<file path="src/rtl/side_buf_pkg.sv">
// side_buf_pkg: shared types and defaults for the MinBD side-buffer controller.
package side_buf_pkg;
    localparam int WIDTH_FLIT_INT = 16;
    localparam int SB_DEPTH_DEF   = 4;
    localparam int SB_STARVE_DEF  = 8;
    typedef logic [WIDTH_FLIT_INT-1:0] flit_int_t;
    typedef enum logic [1:0] {SB_IDLE, SB_WAIT, SB_REDIR} sb_state_e;
    function automatic flit_int_t clr_defl(input flit_int_t f);
        return {1'b0, f[WIDTH_FLIT_INT-2:0]};
    endfunction
endpackage

</file>
<file path="src/rtl/side_buf_fifo.sv">
// side_buf_fifo: DEPTH-entry fall-through flit store with registered full/empty.
module side_buf_fifo
    import side_buf_pkg::*;
#(
    parameter int DEPTH = SB_DEPTH_DEF
) (
    input  logic                   clk,
    input  logic                   rst_n,
    input  logic                   wr_en,
    input  flit_int_t              wr_data,
    input  logic                   rd_en,
    output flit_int_t              rd_data,
    output logic [$clog2(DEPTH):0] count_nxt,
    output logic                   full,
    output logic                   empty
);
    localparam int AW = $clog2(DEPTH);
    localparam int CW = AW + 1;
    flit_int_t     mem [DEPTH];
    logic [AW-1:0] wr_ptr, rd_ptr;
    logic [AW:0]   count;
    logic          wr_ok, rd_ok;
    always_comb begin
        wr_ok     = wr_en & (~full | rd_en);
        rd_ok     = rd_en & ~empty;
        count_nxt = count + CW'(wr_ok) - CW'(rd_ok);
    end
    assign rd_data = mem[rd_ptr];
    always_ff @(posedge clk or negedge rst_n)
        if (!rst_n) begin
            wr_ptr <= '0;
            rd_ptr <= '0;
            count  <= '0;
            full   <= 1'b0;
            empty  <= 1'b1;
        end else begin
            wr_ptr <= wr_ptr + AW'(wr_ok);
            rd_ptr <= rd_ptr + AW'(rd_ok);
            count  <= count_nxt;
            full   <= count_nxt == CW'(DEPTH);
            empty  <= count_nxt == '0;
        end
    always_ff @(posedge clk)
        if (wr_ok) mem[wr_ptr] <= wr_data;
endmodule

</file>
<file path="src/rtl/side_buf_ctrl.sv">
// side_buf_ctrl: MinBD side-buffer controller; reinjects the head flit and forces a redirect on starvation.
// Define SIDE_BUF_STATS_EN to add redirect/deflect counters and peak-occupancy outputs.
module side_buf_ctrl
    import side_buf_pkg::*;
#(
    parameter int DEPTH         = SB_DEPTH_DEF,
    parameter int STARVE_THRESH = SB_STARVE_DEF
) (
    input  logic                   clk,
    input  logic                   rst_n,
    input  logic                   defl_vld,
    input  flit_int_t              defl_flit,
    input  logic                   redir_vld,
    input  flit_int_t              redir_flit,
    input  logic                   slot_avail,
    output logic                   reinj_vld,
    output flit_int_t              reinj_flit,
    output logic                   full,
    output logic                   empty,
    output logic                   redirect_gnt
`ifdef SIDE_BUF_STATS_EN
    ,
    output logic [31:0]            stat_redir_cnt,
    output logic [31:0]            stat_defl_cnt,
    output logic [$clog2(DEPTH):0] stat_max_occ
`endif
);
    localparam int CW = $clog2(STARVE_THRESH) + 1;
    localparam logic [CW-1:0] T_MAX = CW'(STARVE_THRESH);
    localparam logic [CW-1:0] T_GO  = CW'(STARVE_THRESH - 1);
    sb_state_e              state;
    logic [CW-1:0]          starve_cnt;
    logic [$clog2(DEPTH):0] occ_nxt;
    logic                   redir_acc, defl_acc, push, redir_go;
    flit_int_t              head;
    always_comb begin
        redir_acc  = redir_vld & redirect_gnt;
        defl_acc   = defl_vld & ~redir_vld & ~redirect_gnt & ~full;
        push       = redir_acc | defl_acc;
        reinj_vld  = ~empty & (slot_avail | redir_vld);
        reinj_flit = reinj_vld ? head : '0;
        redir_go   = (state == SB_WAIT) & ~reinj_vld & (starve_cnt >= T_GO);
    end
    side_buf_fifo #(.DEPTH(DEPTH)) u_fifo (
        .clk       (clk),
        .rst_n     (rst_n),
        .wr_en     (push),
        .wr_data   (clr_defl(redir_vld ? redir_flit : defl_flit)),
        .rd_en     (reinj_vld),
        .rd_data   (head),
        .count_nxt (occ_nxt),
        .full      (full),
        .empty     (empty)
    );
    // A stalled REDIR leaves starve_cnt saturated, so WAIT re-enters REDIR on the next cycle.
    always_ff @(posedge clk or negedge rst_n)
        if (!rst_n) begin
            state        <= SB_IDLE;
            redirect_gnt <= 1'b0;
            starve_cnt   <= '0;
        end else begin
            state        <= occ_nxt == '0 ? SB_IDLE : redir_go ? SB_REDIR : SB_WAIT;
            redirect_gnt <= redir_go;
            starve_cnt   <= (reinj_vld | empty) ? '0 : starve_cnt == T_MAX ? starve_cnt : starve_cnt + 1'b1;
        end
`ifdef SIDE_BUF_STATS_EN
    always_ff @(posedge clk or negedge rst_n)
        if (!rst_n) begin
            stat_redir_cnt <= '0;
            stat_defl_cnt  <= '0;
            stat_max_occ   <= '0;
        end else begin
            stat_redir_cnt <= stat_redir_cnt + 32'(redir_acc);
            stat_defl_cnt  <= stat_defl_cnt + 32'(defl_acc);
            if (occ_nxt > stat_max_occ) stat_max_occ <= occ_nxt;
        end
`endif
`ifndef SYNTHESIS
    a_redir_granted: assert property (@(posedge clk) disable iff (!rst_n) redir_vld |-> redirect_gnt);
    a_no_overflow:   assert property (@(posedge clk) disable iff (!rst_n) !(push & full & ~reinj_vld));
`endif
endmodule

</file>
<file path="config.mk">
export PLATFORM = sky130hd
export DESIGN_NAME = side_buf_ctrl
export DESIGN_NICKNAME = d
export VERILOG_FILES = /design/src/rtl/side_buf_pkg.sv /design/src/rtl/side_buf_fifo.sv /design/src/rtl/side_buf_ctrl.sv
export SDC_FILE = /design/constraint.sdc
export NUM_CORES = 1
export LEC_CHECK = 0
export CAP_MARGIN = 15
export CORE_MARGIN = 2
export CORE_UTILIZATION = 46
export DETAILED_ROUTE_END_ITERATION = 7
export GPL_TIMING_DRIVEN = 0
export PLACE_DENSITY = 0.74
export REMOVE_ABC_BUFFERS = 1
export SLEW_MARGIN = 0
export SYNTH_ARGS = -nofsm -noshare
export SYNTH_HDL_FRONTEND = slang
export SYNTH_SLANG_ARGS = --single-unit
</file>
<file path="constraint.sdc">
create_clock -name clk -period 2.3 [get_ports clk]
set_input_delay 0.46 -clock clk [delete_from_list [all_inputs] [get_ports clk]]
set_output_delay 0.46 -clock clk [all_outputs]
set_load 0.01 [all_outputs]
</file>
### After elaboration in Yosys (flattened, before gate mapping)

Memories as Yosys holds them, arrays and structs flattened.
Cells that the tools add are included.

| word-level totals | value |
|---|---|
| register bits after elaboration | 16 |
| bits in writable memories | 60 |
| bits of input ports | 37 |
| output and inout bits | 20 |
| word-level logic and storage cells | 46 |
| memories | 1 |

| operators by class | value |
|---|---|
| $add $sub $neg | 5 |
| order comparisons | 1 |
| equal/unequal tests | 4 |
| muxes and demuxes | 8 |
| bitwise gates (word level) | 18 |
| reduce and logical (&&, ||, !) cells | 1 |

Memories:

| name | depth | width | read ports | clocked after memory_dff | wr ports | line | RTL |
|---|---|---|---|---|---|---|---|
| u_fifo.mem | 4 | 15 | 1 | 0 | 1 | side_buf_fifo.sv:19 | `flit_int_t mem [DEPTH];` |

Operators with widths:

| operator | count |
|---|---|
| two-way mux 16 bit | 1 |
| two-way mux 15 bit | 1 |
| bitwise AND 1 bit | 9 |
| two-way mux 4 bit | 2 |
| inverter 1 bit | 5 |
| adder 2 x 1 -> 2 bit | 2 |
| adder 4 x 1 -> 4 bit (second input constant) | 1 |
| == test 4 bit (second input constant) | 1 |
| >= comparator 4 x 3 -> 1 bit (second input constant) | 1 |
| two-way mux 2 bit | 2 |
| OR 1 bit | 4 |
| adder 3 x 1 -> 3 bit | 1 |
| == test 3 bit (second input constant) | 1 |
| logical NOT 3 bit | 1 |
| subtractor 3 x 1 -> 3 bit | 1 |
| == test 2 x 1 -> 1 bit (second input constant) | 1 |
| two-way mux 1 bit | 2 |
| != test 2 bit (second input constant) | 1 |

### Longest topological paths before layout

Gate-level depths: netlist (run 1).

| logic depth | value |
|---|---|
| word-level depth | 10 |
| gate-level depth with buffers | 11 |
| gate-level depth less buffers | 9 |

### Cells and area by module

Synthesis (run 1) repeated with hierarchy kept, for this count alone.

| second synthesis, totals | value |
|---|---|
| cell total of the unflattened synthesis | 185 |
| area, all modules | 3,448.3 µm² |

By module, submodules not included:

| module | times used | cells each | area each (µm²) | seq. area each (µm²) |
|---|---|---|---|---|
| side_buf_fifo | 1 | 118 | 2,790.2 | 2,148.3 |
| side_buf_ctrl | 1 | 67 | 658.1 | 175.2 |

### Worst setup path before layout (run 1)

No wires, ideal clock.

| timing | value |
|---|---|
| kind | input to register |
| start | input port redir_vld |
| end | register state[1] |
| library setup time | 125 ps |
| arrival | 2,511 ps |
| data required time | 2,175 ps |
| path slack | -336 ps |
| stages on the path | 11 |
| path buffers | 2 |
| cell sequence | buf_4 o21bai_4 buf_2 inv_1 ha_1 inv_1 ha_1 fa_1 xnor3_1 nor3_2 nor2b_1 |

| on the way | value |
|---|---|
| word-level cells in the longest chain between the ends | 10 |
| elaborated cells between the ends (all ways) | 19 |
| classes of those cells | add/sub: 2; mux: 2; bitwise: 14; reduce/logical: 1 |

Ends and longest elaborated chain:

| element | line | RTL |
|---|---|---|
| start: declaration | side_buf_ctrl.sv:13 | `input logic redir_vld,` |
| inverter 1 bit | side_buf_ctrl.sv:38 | `defl_acc = defl_vld & ~redir_vld & ~redirect_gnt & ~full;` |
| bitwise AND 1 bit (3 in series) | side_buf_ctrl.sv:38 |  |
| OR 1 bit | side_buf_ctrl.sv:39 | `push = redir_acc \| defl_acc;` |
| bitwise AND 1 bit | side_buf_fifo.sv:24 | `wr_ok = wr_en & (~full \| rd_en);` |
| adder 3 x 1 -> 3 bit | side_buf_fifo.sv:26 | `count_nxt = count + CW'(wr_ok) - CW'(rd_ok);` |
| subtractor 3 x 1 -> 3 bit * | side_buf_fifo.sv:26 |  |
| named net occ_nxt[2] | side_buf_ctrl.sv:33 | `logic [$clog2(DEPTH):0] occ_nxt;` |
| logical NOT 3 bit * | side_buf_ctrl.sv:62 | `state <= occ_nxt == '0 ? SB_IDLE : redir_go ? SB_REDIR : SB_WAIT;` |
| two-way mux 2 bit * | side_buf_ctrl.sv:62 |  |
| end signal: assignment | side_buf_ctrl.sv:62 |  |
| end: declaration | side_buf_ctrl.sv:31 | `sb_state_e state;` |

The timed path passes the listed nets; every way through them passes the cells marked *.
A chain may end at the register's enable or synchronous reset.

### Worst setup path in the final report (run 1)

| timing | value |
|---|---|
| start | register u_fifo.empty |
| end | register state[1] |

| on the way | value |
|---|---|
| word-level cells in the longest chain between the ends | 8 |
| elaborated cells between the ends (all ways) | 13 |
| classes of those cells | add/sub: 2; mux: 2; bitwise: 8; reduce/logical: 1 |

Ends and longest elaborated chain:

| element | line | RTL |
|---|---|---|
| start: declaration | side_buf_fifo.sv:15 | `output logic empty` |
| start signal: assignment | side_buf_fifo.sv:35 | `empty <= 1'b1;` |
| start signal: assignment | side_buf_fifo.sv:41 | `empty <= count_nxt == '0;` |
| inverter 1 bit * | side_buf_fifo.sv:25, side_buf_ctrl.sv:40 |  |
| bitwise AND 1 bit | side_buf_ctrl.sv:40 | `reinj_vld = ~empty & (slot_avail \| redir_vld);` |
| OR 1 bit | side_buf_fifo.sv:24 |  |
| bitwise AND 1 bit | side_buf_fifo.sv:24 |  |
| adder 3 x 1 -> 3 bit | side_buf_fifo.sv:26 |  |
| subtractor 3 x 1 -> 3 bit * | side_buf_fifo.sv:26 |  |
| named net occ_nxt[2] | side_buf_ctrl.sv:33 |  |
| logical NOT 3 bit * | side_buf_ctrl.sv:62 |  |
| two-way mux 2 bit * | side_buf_ctrl.sv:62 |  |

Marked as above.

==> impl_metrics.json, run 1 <==
{
  "wl_mm": 5.88,
  "intPower_mw": 3.16,
  "avgSynthCellArea_um2": 18.7,
  "ys_seq_elements": 76,
  "drt_pre_antenna_iters": 4,
  "netlist_top_cells_count": "edfxtp_1 (60), dfrtp_1 (15), mux2_2 (15)",
  "power_density_nw_per_um2": 1040,
  "yosys_warnings": 0,
  "synthFlopType": "edfxtp_1",
  "status": "finished clean",
  "sw_frac_of_total": 0.279,
  "finalSetupViolCount": 0,
  "syn_area_um2": 3280,
  "ant_nets": 0,
  "insertion_delay_ns": 0.33,
  "drv_slew": 0,
  "antenna_found_initial": 0,
  "finalHoldViolCount": 0,
  "wl_per_cell_um": 16.9,
  "antennaDiodeCount": 0,
  "layout.nets": 290,
  "maxCapViolCount": 0,
  "skew_ns": 0.00836,
  "seq_area_frac_synth": 0.671,
  "pin_count": 57,
  "die-width_um": 88.5,
  "hpwl_mm": 3.74,
  "synth-edff-count": 60,
  "synth_area_leaders": "edfxtp_1 (55%), dfrtp_1 (11%), mux4_2 (6.9%)",
  "pwr-share-comb": 0.357,
  "min_period_ns": 2.28,
  "tns_ns": 0,
  "vias": 1770,
  "synth_cell_types": 36,
  "htree_levels": 3,
  "whs_ns": 0.566,
  "yosysTopAreaCell": "edfxtp_1",
  "rsz0062_at_grt": "true",
  "grt_pass1_vias": 1827,
  "finalWorstSetupSlack_ns": 0.0249,
  "synthMostInstantiatedCell": "edfxtp_1",
  "crit_arrival_ns": 2.49,
  "cp-end-kind": "flip-flop",
  "tightest_slew_ns": 0.784,
  "place_ws_ns": -1.81,
  "reg2reg_depth": 9,
  "grt_pass1_wl_mm": 9.16,
  "cts_inserted_buffers": 9,
  "seq_power_share": 0.425,
  "async_flop_share": 0.211,
  "rows": 30,
  "drc": 0,
  "floorplan.initialDensity": 0.478,
  "netlist_instances": 176,
  "final_layout_size_suffix_gt1_frac": 0.367,
  "grt_overflow": 0,
  "vdd_drop_max_mv": 0.888,
  "worstPathMaxFanout": 4,
  "leakagePower_nw": 1.56,
  "drt_iter0_markers": 80,
  "port_buffers": 53,
  "dieArea_um2": 7830,
  "cts-root-buf": "clkbuf_8",
  "min_path_type": "in2async",
  "power.share.clock": 0.218,
  "vias_per_cell": 5.10,
  "area_delta_synth_final_pct": 28.5,
  "fmax_mhz": 440,
  "post-route-period-util": 0.989,
  "cp-start-kind": "flip-flop",
  "cts_tree": "yes",
  "place_congestion": 0.684,
  "synth_top_cell_area_share": 0.549,
  "worstPathRequired_ns": 2.51,
  "cts_buffer_depth": 2,
  "post-route-util": 0.614,
  "crit_type": "reg2reg",
  "grt_max_degree": 20,
  "clock_sinks": 76,
  "p_switching_mw": 1.22,
  "grt_usage": 0.164,
  "cts.clk_slew.worst_paths_ns": 0.07,
  "relSlewSlack": 0.477,
  "coreArea_um2": 6870,
  "nFillCells": 528,
  "die_y_um": 88.5
}
-- cell type report --
cell class | instances | area (um^2) | share of cell area
clock inverter | 3 | 37.5 | 0.00890
clock buffer | 13 | 149 | 0.0353
sequential | 76 | 2210 | 0.523
timing repair buffer | 67 | 622 | 0.147
inverter | 9 | 33.8 | 0.00801
multi-input combinational | 83 | 1050 | 0.249
tap | 96 | 120 | 0.0285
-- power by group through the flow --
stage | registers, mW | clock network, mW | logic, mW
after floorplan | 1.87 | 0 | 0.804
after global placement | 1.92 | 0 | 1.26
after detailed placement | 1.94 | 0 | 1.31
after CTS | 1.86 | 0.980 | 1.52
after global routing | 1.89 | 1.04 | 1.70
final | 1.86 | 0.956 | 1.57
-- cells by family (layout without fill, tap and decap cells) --
family,after synthesis,count (layout),share of synthesized area
compound gates,4,4,0.0107
buf+inv,17,92,0.0309
fa+ha+maj,7,7,0.0290
mux,31,31,0.163
flops,76,76,0.671
simple gates,35,35,0.0769
xor+xnor,5,5,0.0175
other cells,1,1,0.00114
-- worst max-delay path: stages (launching register included) --
cell and delay [ns]:
dfstp_2 0.55, o21bai_4 0.15, inv_2 0.08, ha_4 0.26, inv_2 0.03, ha_4 0.15, fa_2 0.34, xnor3_2 0.27
nor3_4 0.26, nor2b_1 0.07
-- registers in the layout, indices dropped and copies added, names as in the netlist --
| register | flops |
|---|---|
| u_fifo.wr_ptr | 2 |
| u_fifo.count | 3 |
| state | 2 |
| u_fifo.full | 1 |
| starve_cnt | 4 |
| u_fifo.mem | 60 |
| redirect_gnt | 1 |
| u_fifo.empty | 1 |
| u_fifo.rd_ptr | 2 |
-- worst paths after layout --
path | start | endpoint | slack [ns]
worst max-delay path | u_fifo.empty$_DFF_PN1_ | state[1]$_DFF_PN0_ | 0.02
worst min-delay path | rst_n | u_fifo.full$_DFF_PN0_ | 0.57
worst max register to register | u_fifo.empty$_DFF_PN1_ | state[1]$_DFF_PN0_ | 0.02
worst min register to register | starve_cnt[1]$_DFFE_PN0P_ | starve_cnt[1]$_DFFE_PN0P_ | 0.59
max in group asynchronous | rst_n | u_fifo.rd_ptr[0]$_DFF_PN0_ | 1.18
min in group clk | starve_cnt[1]$_DFFE_PN0P_ | starve_cnt[1]$_DFFE_PN0P_ | 0.59
-- per-layer routing --
metal	vias to the layer above	share of wire	GRT usage
met5	-	0	0
met4	0	0.019	0.0620
met1	898	0.43	0.214
met3	9	0.042	0.0308
met2	55	0.51	0.275
li1	808	-	-
-- stage by stage --
| step | instances | power, mW | instance area, um^2 |
|---|---|---|---|
| 6_report | 347 | 4.39 | 4220 |
| 5_1_grt | 347 | 4.63 | 4220 |
| 4_1_cts | 345 | 4.36 | 4200 |
| 3_5_place_dp | 320 | 3.25 | 3920 |
| 3_3_place_gp | 317 | 3.18 | 3870 |
| 2_1_floorplan | 168 | 2.68 | 3220 |
-- cell usage in the layout, fill, tap and decap left out, drive strengths merged, types with 2 or more instances in the layout --
master | Yosys | layout
a21oi | 2 | 2
buf | 7 | 21
clkbuf | 1 | 21
clkdlybuf4s50 | 0 | 35
clkinv | 0 | 2
dfrtp | 15 | 15
edfxtp | 60 | 60
ha | 6 | 6
inv | 9 | 9
mux2 | 15 | 15
mux4 | 15 | 15
nand2 | 2 | 2
nand3b | 2 | 2
nor2 | 4 | 4
nor2b | 16 | 16
nor3 | 2 | 2
nor3b | 3 | 3
xor2 | 3 | 3
-- what timing repair did --
| action | in CTS | in global routing |
|---|---|---|
| hold buffers | 0 | 0 |
| gates resized for setup | 61 | 26 |
| endpoints found under the setup margin | 88 | 27 |
| setup buffers | 9 | 2 |
| hold endpoints to repair | 0 | 0 |
| pin swaps | 2 | 5 |
No activity file was read; power rests on OpenSTA's default activity.
==> inputs of run 2 (changes only) <==
Settings changed: CORE_UTILIZATION 46 to 35, PLACE_DENSITY 0.74 to default.
==> impl_metrics.json, run 2 (synthesis gave the netlist of run 1 again) <==
{
  "pin_count": 57,
  "power.share.clock": 0.224,
  "layout.nets": 291,
  "top_regs": "u_fifo.mem (60), starve_cnt (4), u_fifo.count (3)",
  "path_cells": "buf_6 > buf_12 > mux4_2 > nor2b_1 > buf_2",
  "power_density_nw_per_um2": 1040,
  "intPower_mw": 3.16,
  "vdd_drop_max_mv": 0.355,
  "grt_pass1_wl_mm": 8.94,
  "cts.clk_slew.worst_paths_ns": 0.08,
  "cts_hold_buf": 0,
  "final_common_cell": "edfxtp_1",
  "regMostFlops": "u_fifo.mem",
  "pwr-share-comb": 0.359,
  "maxCapViolCount": 0,
  "crit_arrival_ns": 1.79,
  "tightest_slew_ns": 0.687,
  "cp-end-kind": "output pin",
  "worstPathMaxFanout": 8,
  "busiest_layer": "met2",
  "p_switching_mw": 1.28,
  "status": "finished clean",
  "fin_area_um2": 4270,
  "min_path_type": "in2async",
  "cp-start-kind": "flip-flop",
  "use_met2": 0.194,
  "sw_frac_of_total": 0.289,
  "antenna_found_initial": 0,
  "finalSetupViolCount": 0,
  "place_congestion": 0.669,
  "dieArea_um2": 10200,
  "wl_per_cell_um": 16.3,
  "leakagePower_nw": 1.57,
  "worstPathRequired_ns": 1.84,
  "die-width_um": 101,
  "area_delta_synth_final_pct": 30.1,
  "drt_iter0_markers": 88,
  "cts_buffer_depth": 2,
  "final_layout_size_suffix_gt1_frac": 0.393,
  "coreArea_um2": 9150,
  "drt_pre_antenna_iters": 4,
  "floorplan.initialDensity": 0.359,
  "path_delay_family": "flip-flops",
  "rows": 35,
  "drv_slew": 0,
  "die_y_um": 101,
  "vias": 1740,
  "finalHoldViolCount": 0,
  "post-route-period-util": 0.979,
  "slowest_stage": "dfrtp_4",
  "dpl_cell_area_um2": 3950,
  "htree_levels": 3,
  "fmax_mhz": 444,
  "use_met1": 0.152,
  "relSlewSlack": 0.540,
  "seq_power_share": 0.417,
  "layout_common_cells": "edfxtp_1 (60), clkdlybuf4s50_1 (35), mux2_2 (15), mux4_2 (14)",
  "grt_usage": 0.121,
  "vias_per_cell": 4.79,
  "cp_num_buf_inv": 3,
  "nFillCells": 781,
  "cpPeakStageDelay_ns": 0.49,
  "hpwl_mm": 3.67,
  "largest_reg_flops": 60,
  "cts-root-buf": "clkbuf_8",
  "rsz0062_at_grt": "true",
  "port_buffers": 53,
  "crit_type": "reg2out",
  "grt_util_met3": 0.0264,
  "drc": 0,
  "cts_inserted_buffers": 9,
  "ant_nets": 0,
  "cts_tree": "yes",
  "post-route-util": 0.467,
  "insertion_delay_ns": 0.34,
  "clock_sinks": 76,
  "min_period_ns": 2.25,
  "grt_max_degree": 20,
  "wl_mm": 5.92,
  "grt_pass1_vias": 1768,
  "antennaDiodeCount": 0,
  "skew_ns": 0.00812,
  "grt_overflow": 0
}
-- run 2: cell types whose count changed in the layout (fill, tap and decap cells not counted), sizes merged --
cell and delta:
clkbuf -12, buf +10, inv +1, clkinv +1, clkinvlp +2, clkdlybuf4s15 -1
-- run 2: worst paths after layout --
path | startpoint | endpoint | slack, ns | depth (start not counted)
max | u_fifo.rd_ptr[0]$_DFF_PN0_ | reinj_flit[9] | 0.05 | 5
min | rst_n | u_fifo.wr_ptr[0]$_DFF_PN0_ | 0.53 | 1
max reg2reg | u_fifo.empty$_DFF_PN1_ | state[0]$_DFF_PN0_ | 0.09 | 9
min reg2reg | state[1]$_DFF_PN0_ | redirect_gnt$_DFF_PN0_ | 0.59 | 1
max in group asynchronous | rst_n | u_fifo.rd_ptr[0]$_DFF_PN0_ | 1.27 | 1
min in group clk | state[1]$_DFF_PN0_ | redirect_gnt$_DFF_PN0_ | 0.59 | 1
-- run 2: power groups by stage --
stage / Sequential, mW / Clock (mW) / Combinational, mW
floorplan: 1.87 / 0 / 0.804
global placement: 1.93 / 0 / 1.27
detailed placement: 1.94 / 0 / 1.32
CTS: 1.84 / 1.02 / 1.45
global route: 1.87 / 1.07 / 1.75
finish: 1.85 / 0.994 / 1.59
-- run 2: cell type report --
cell class              count  area [um^2]  area share
flip-flops and latches     76         2210       0.517
well taps                 111          139      0.0325
repair buffers             68          642       0.150
inverters                   9         33.8     0.00790
clock inverters             7         75.1      0.0176
multi-input cells          83         1050       0.246
clock buffers               9          124      0.0290
-- run 2: per-layer routing --
| layer | vias up | share of wire |
|---|---|---|
| li1 | 807 | - |
| met1 | 885 | 0.45 |
| met2 | 39 | 0.49 |
| met3 | 9 | 0.041 |
| met4 | 0 | 0.019 |
| met5 | - | 0 |
-- run 2: timing repair --
item / in CTS / in global routing
endpoints found under the setup margin: 88 / 17
pin swaps: 1 / 5
buffers inserted: 8 / 4
resized for setup: 78 / 21
-- run 2: through the flow --
step	instances	setup TNS (ns)	hold slack [ns]	setup WS [ns]	power, mW
finish	363	0	0.528	0.0477	4.44
global route	363	-0.0663	0.599	-0.0368	4.70
CTS	359	0	0.547	0.0134	4.31
global placement	332	-156.35	0.503	-2.41	3.20
floorplan	168	-5.33	0.164	-0.153	2.68
detailed placement	335	-101.82	0.569	-1.79	3.26
==> inputs of run 3 (changes only) <==
Settings changed: MAX_ROUTING_LAYER from default to met4.
==> impl_metrics.json, run 3 (synthesis gave the netlist of run 1 again) <==
{
  "worstPathMaxFanout": 4,
  "whs_ns": 0.527,
  "finalSetupViolCount": 0,
  "r2r-end": "state[0]$_DFF_PN0_",
  "power_density_nw_per_um2": 1030,
  "layout_common_cells": "edfxtp_1 (60), clkdlybuf4s50_1 (35), mux2_2 (15), buf_2 (15)",
  "relSlewSlack": 0.540,
  "rows": 35,
  "cts.clk_slew.worst_paths_ns": 0.08,
  "ff2ff_setup_slack_ns": 0.09,
  "antennaDiodeCount": 0,
  "drv_slew": 0,
  "vias": 1730,
  "cts_inserted_buffers": 9,
  "largest_reg_flops": 60,
  "antenna_found_initial": 0,
  "worstReg2RegStart": "u_fifo.empty$_DFF_PN1_",
  "crit_arrival_ns": 1.82,
  "die_y_um": 101,
  "skew_ns": 0.00765,
  "top_regs": "u_fifo.mem (60), starve_cnt (4), u_fifo.count (3)",
  "coreArea_um2": 9150,
  "grt_pass1_wl_mm": 8.92,
  "multiInputGateArea_um2": 1050,
  "leakagePower_nw": 1.56,
  "min_path_type": "in2async",
  "final_common_cell": "edfxtp_1",
  "dpl_cell_area_um2": 3950,
  "insertion_delay_ns": 0.34,
  "fin_area_um2": 4250,
  "cts_buffer_depth": 2,
  "cp-end-kind": "output pin",
  "wl_mm": 5.92,
  "drt_pre_antenna_iters": 3,
  "grt_usage": 0.125,
  "port_buffers": 53,
  "die-width_um": 101,
  "seq_area_um2": 2210,
  "cts-root-buf": "clkbuf_8",
  "cp-start-kind": "flip-flop",
  "clock_sinks": 76,
  "min_period_ns": 2.28,
  "vias_per_cell": 4.77,
  "worstPathRequired_ns": 1.84,
  "status": "finished clean",
  "place_congestion": 0.675,
  "rsz0062_at_grt": "true",
  "hpwl_mm": 3.67,
  "drt_iter0_markers": 92,
  "finalHoldViolCount": 0,
  "grt_pass1_vias": 1764,
  "htree_levels": 3,
  "post-route-util": 0.464,
  "crit_type": "reg2out",
  "floorplan.initialDensity": 0.359,
  "regMostFlops": "u_fifo.mem",
  "grt_overflow": 0,
  "ant_nets": 0,
  "nFillCells": 782,
  "layout.nets": 291,
  "vdd_drop_max_mv": 0.351,
  "area_delta_synth_final_pct": 29.4,
  "dieArea_um2": 10200,
  "post-route-period-util": 0.990,
  "pin_count": 57,
  "wl_per_cell_um": 16.3,
  "cts_tree": "yes",
  "fmax_mhz": 439,
  "maxCapViolCount": 0,
  "final_layout_size_suffix_gt1_frac": 0.385,
  "reg2reg_depth": 9,
  "drc": 0,
  "tightest_slew_ns": 0.687,
  "grt_max_degree": 20
}
==> run 3: cell counts in the layout (fill, tap and decap cells not counted) <==
No cell type changed its count.
==> run 3: layout make-up <==
cell class                 instances  share of cell area
clock buffer                       9              0.0291
clock inverter                     7              0.0177
inverter                           9             0.00795
multi-input combinational         83               0.247
sequential                        76               0.520
tap                              111              0.0327
timing repair buffer              68               0.146
==> run 3: layer usage <==
| layer | global-route usage | up-vias | part of all wire |
|---|---|---|---|
| li1 | - | 808 | - |
| met4 | 0.0664 | 0 | 0.019 |
| met3 | 0.0250 | 9 | 0.040 |
| met1 | 0.154 | 874 | 0.45 |
| met5 | - | - | 0 |
| met2 | 0.194 | 39 | 0.49 |
==> run 3: how the worst max path moves through the flow <==
| stage | startpoint | to | slack [ns] | cells after the start |
|---|---|---|---|---|
| finish | u_fifo.rd_ptr[0]$_DFF_PN0_ | reinj_flit[1] | 0.02 | 5 |
| global route | u_fifo.empty$_DFF_PN1_ | state[0]$_DFF_PN0_ | -0.04 | 9 |
| CTS | u_fifo.empty$_DFF_PN1_ | state[1]$_DFF_PN0_ | 0.01 | 9 |
| detailed placement | redir_vld | state[1]$_DFF_PN0_ | -1.79 | 10 |
| global placement | redir_vld | u_fifo.mem[1][4]$_DFFE_PP_ | -2.41 | 4 |
| floorplan | redir_vld | u_fifo.mem[2][0]$_DFFE_PP_ | -0.15 | 3 |
==> run 3: report_power, final <==
group | internal [mW] | switching, mW | total [mW] | leakage (nW)
combinational | 0.905 | 0.639 | 1.54 | 0.727
sequential | 1.71 | 0.139 | 1.84 | 0.740
clock | 0.504 | 0.491 | 0.995 | 0.0935
total | 3.11 | 1.27 | 4.38 | 1.56
==> run 3: critical path, stage by stage, from the launching register on <==
cell	delay, ns
dfrtp_4	0.48
buf_4	0.15
buf_12	0.12
mux4_1	0.42
nor2b_1	0.15
buf_2	0.14
==> run 3: timing repair <==
item,in CTS,in global routing
gates cloned,0,0
gates resized for setup,78,14
setup buffers,8,4
hold buffers,0,0
endpoints found under the setup margin,88,19
pin swaps,1,5
==> run 3: stage by stage <==
step	power, mW	cells	setup WS [ns]	TNS (ns)
floorplan	2.68	168	-0.153	-5.33
global placement	3.20	332	-2.41	-156.35
detailed placement	3.26	335	-1.79	-101.82
CTS	4.31	359	0.0134	0
global route	4.64	363	-0.0368	-0.297
finish	4.38	363	0.0231	0
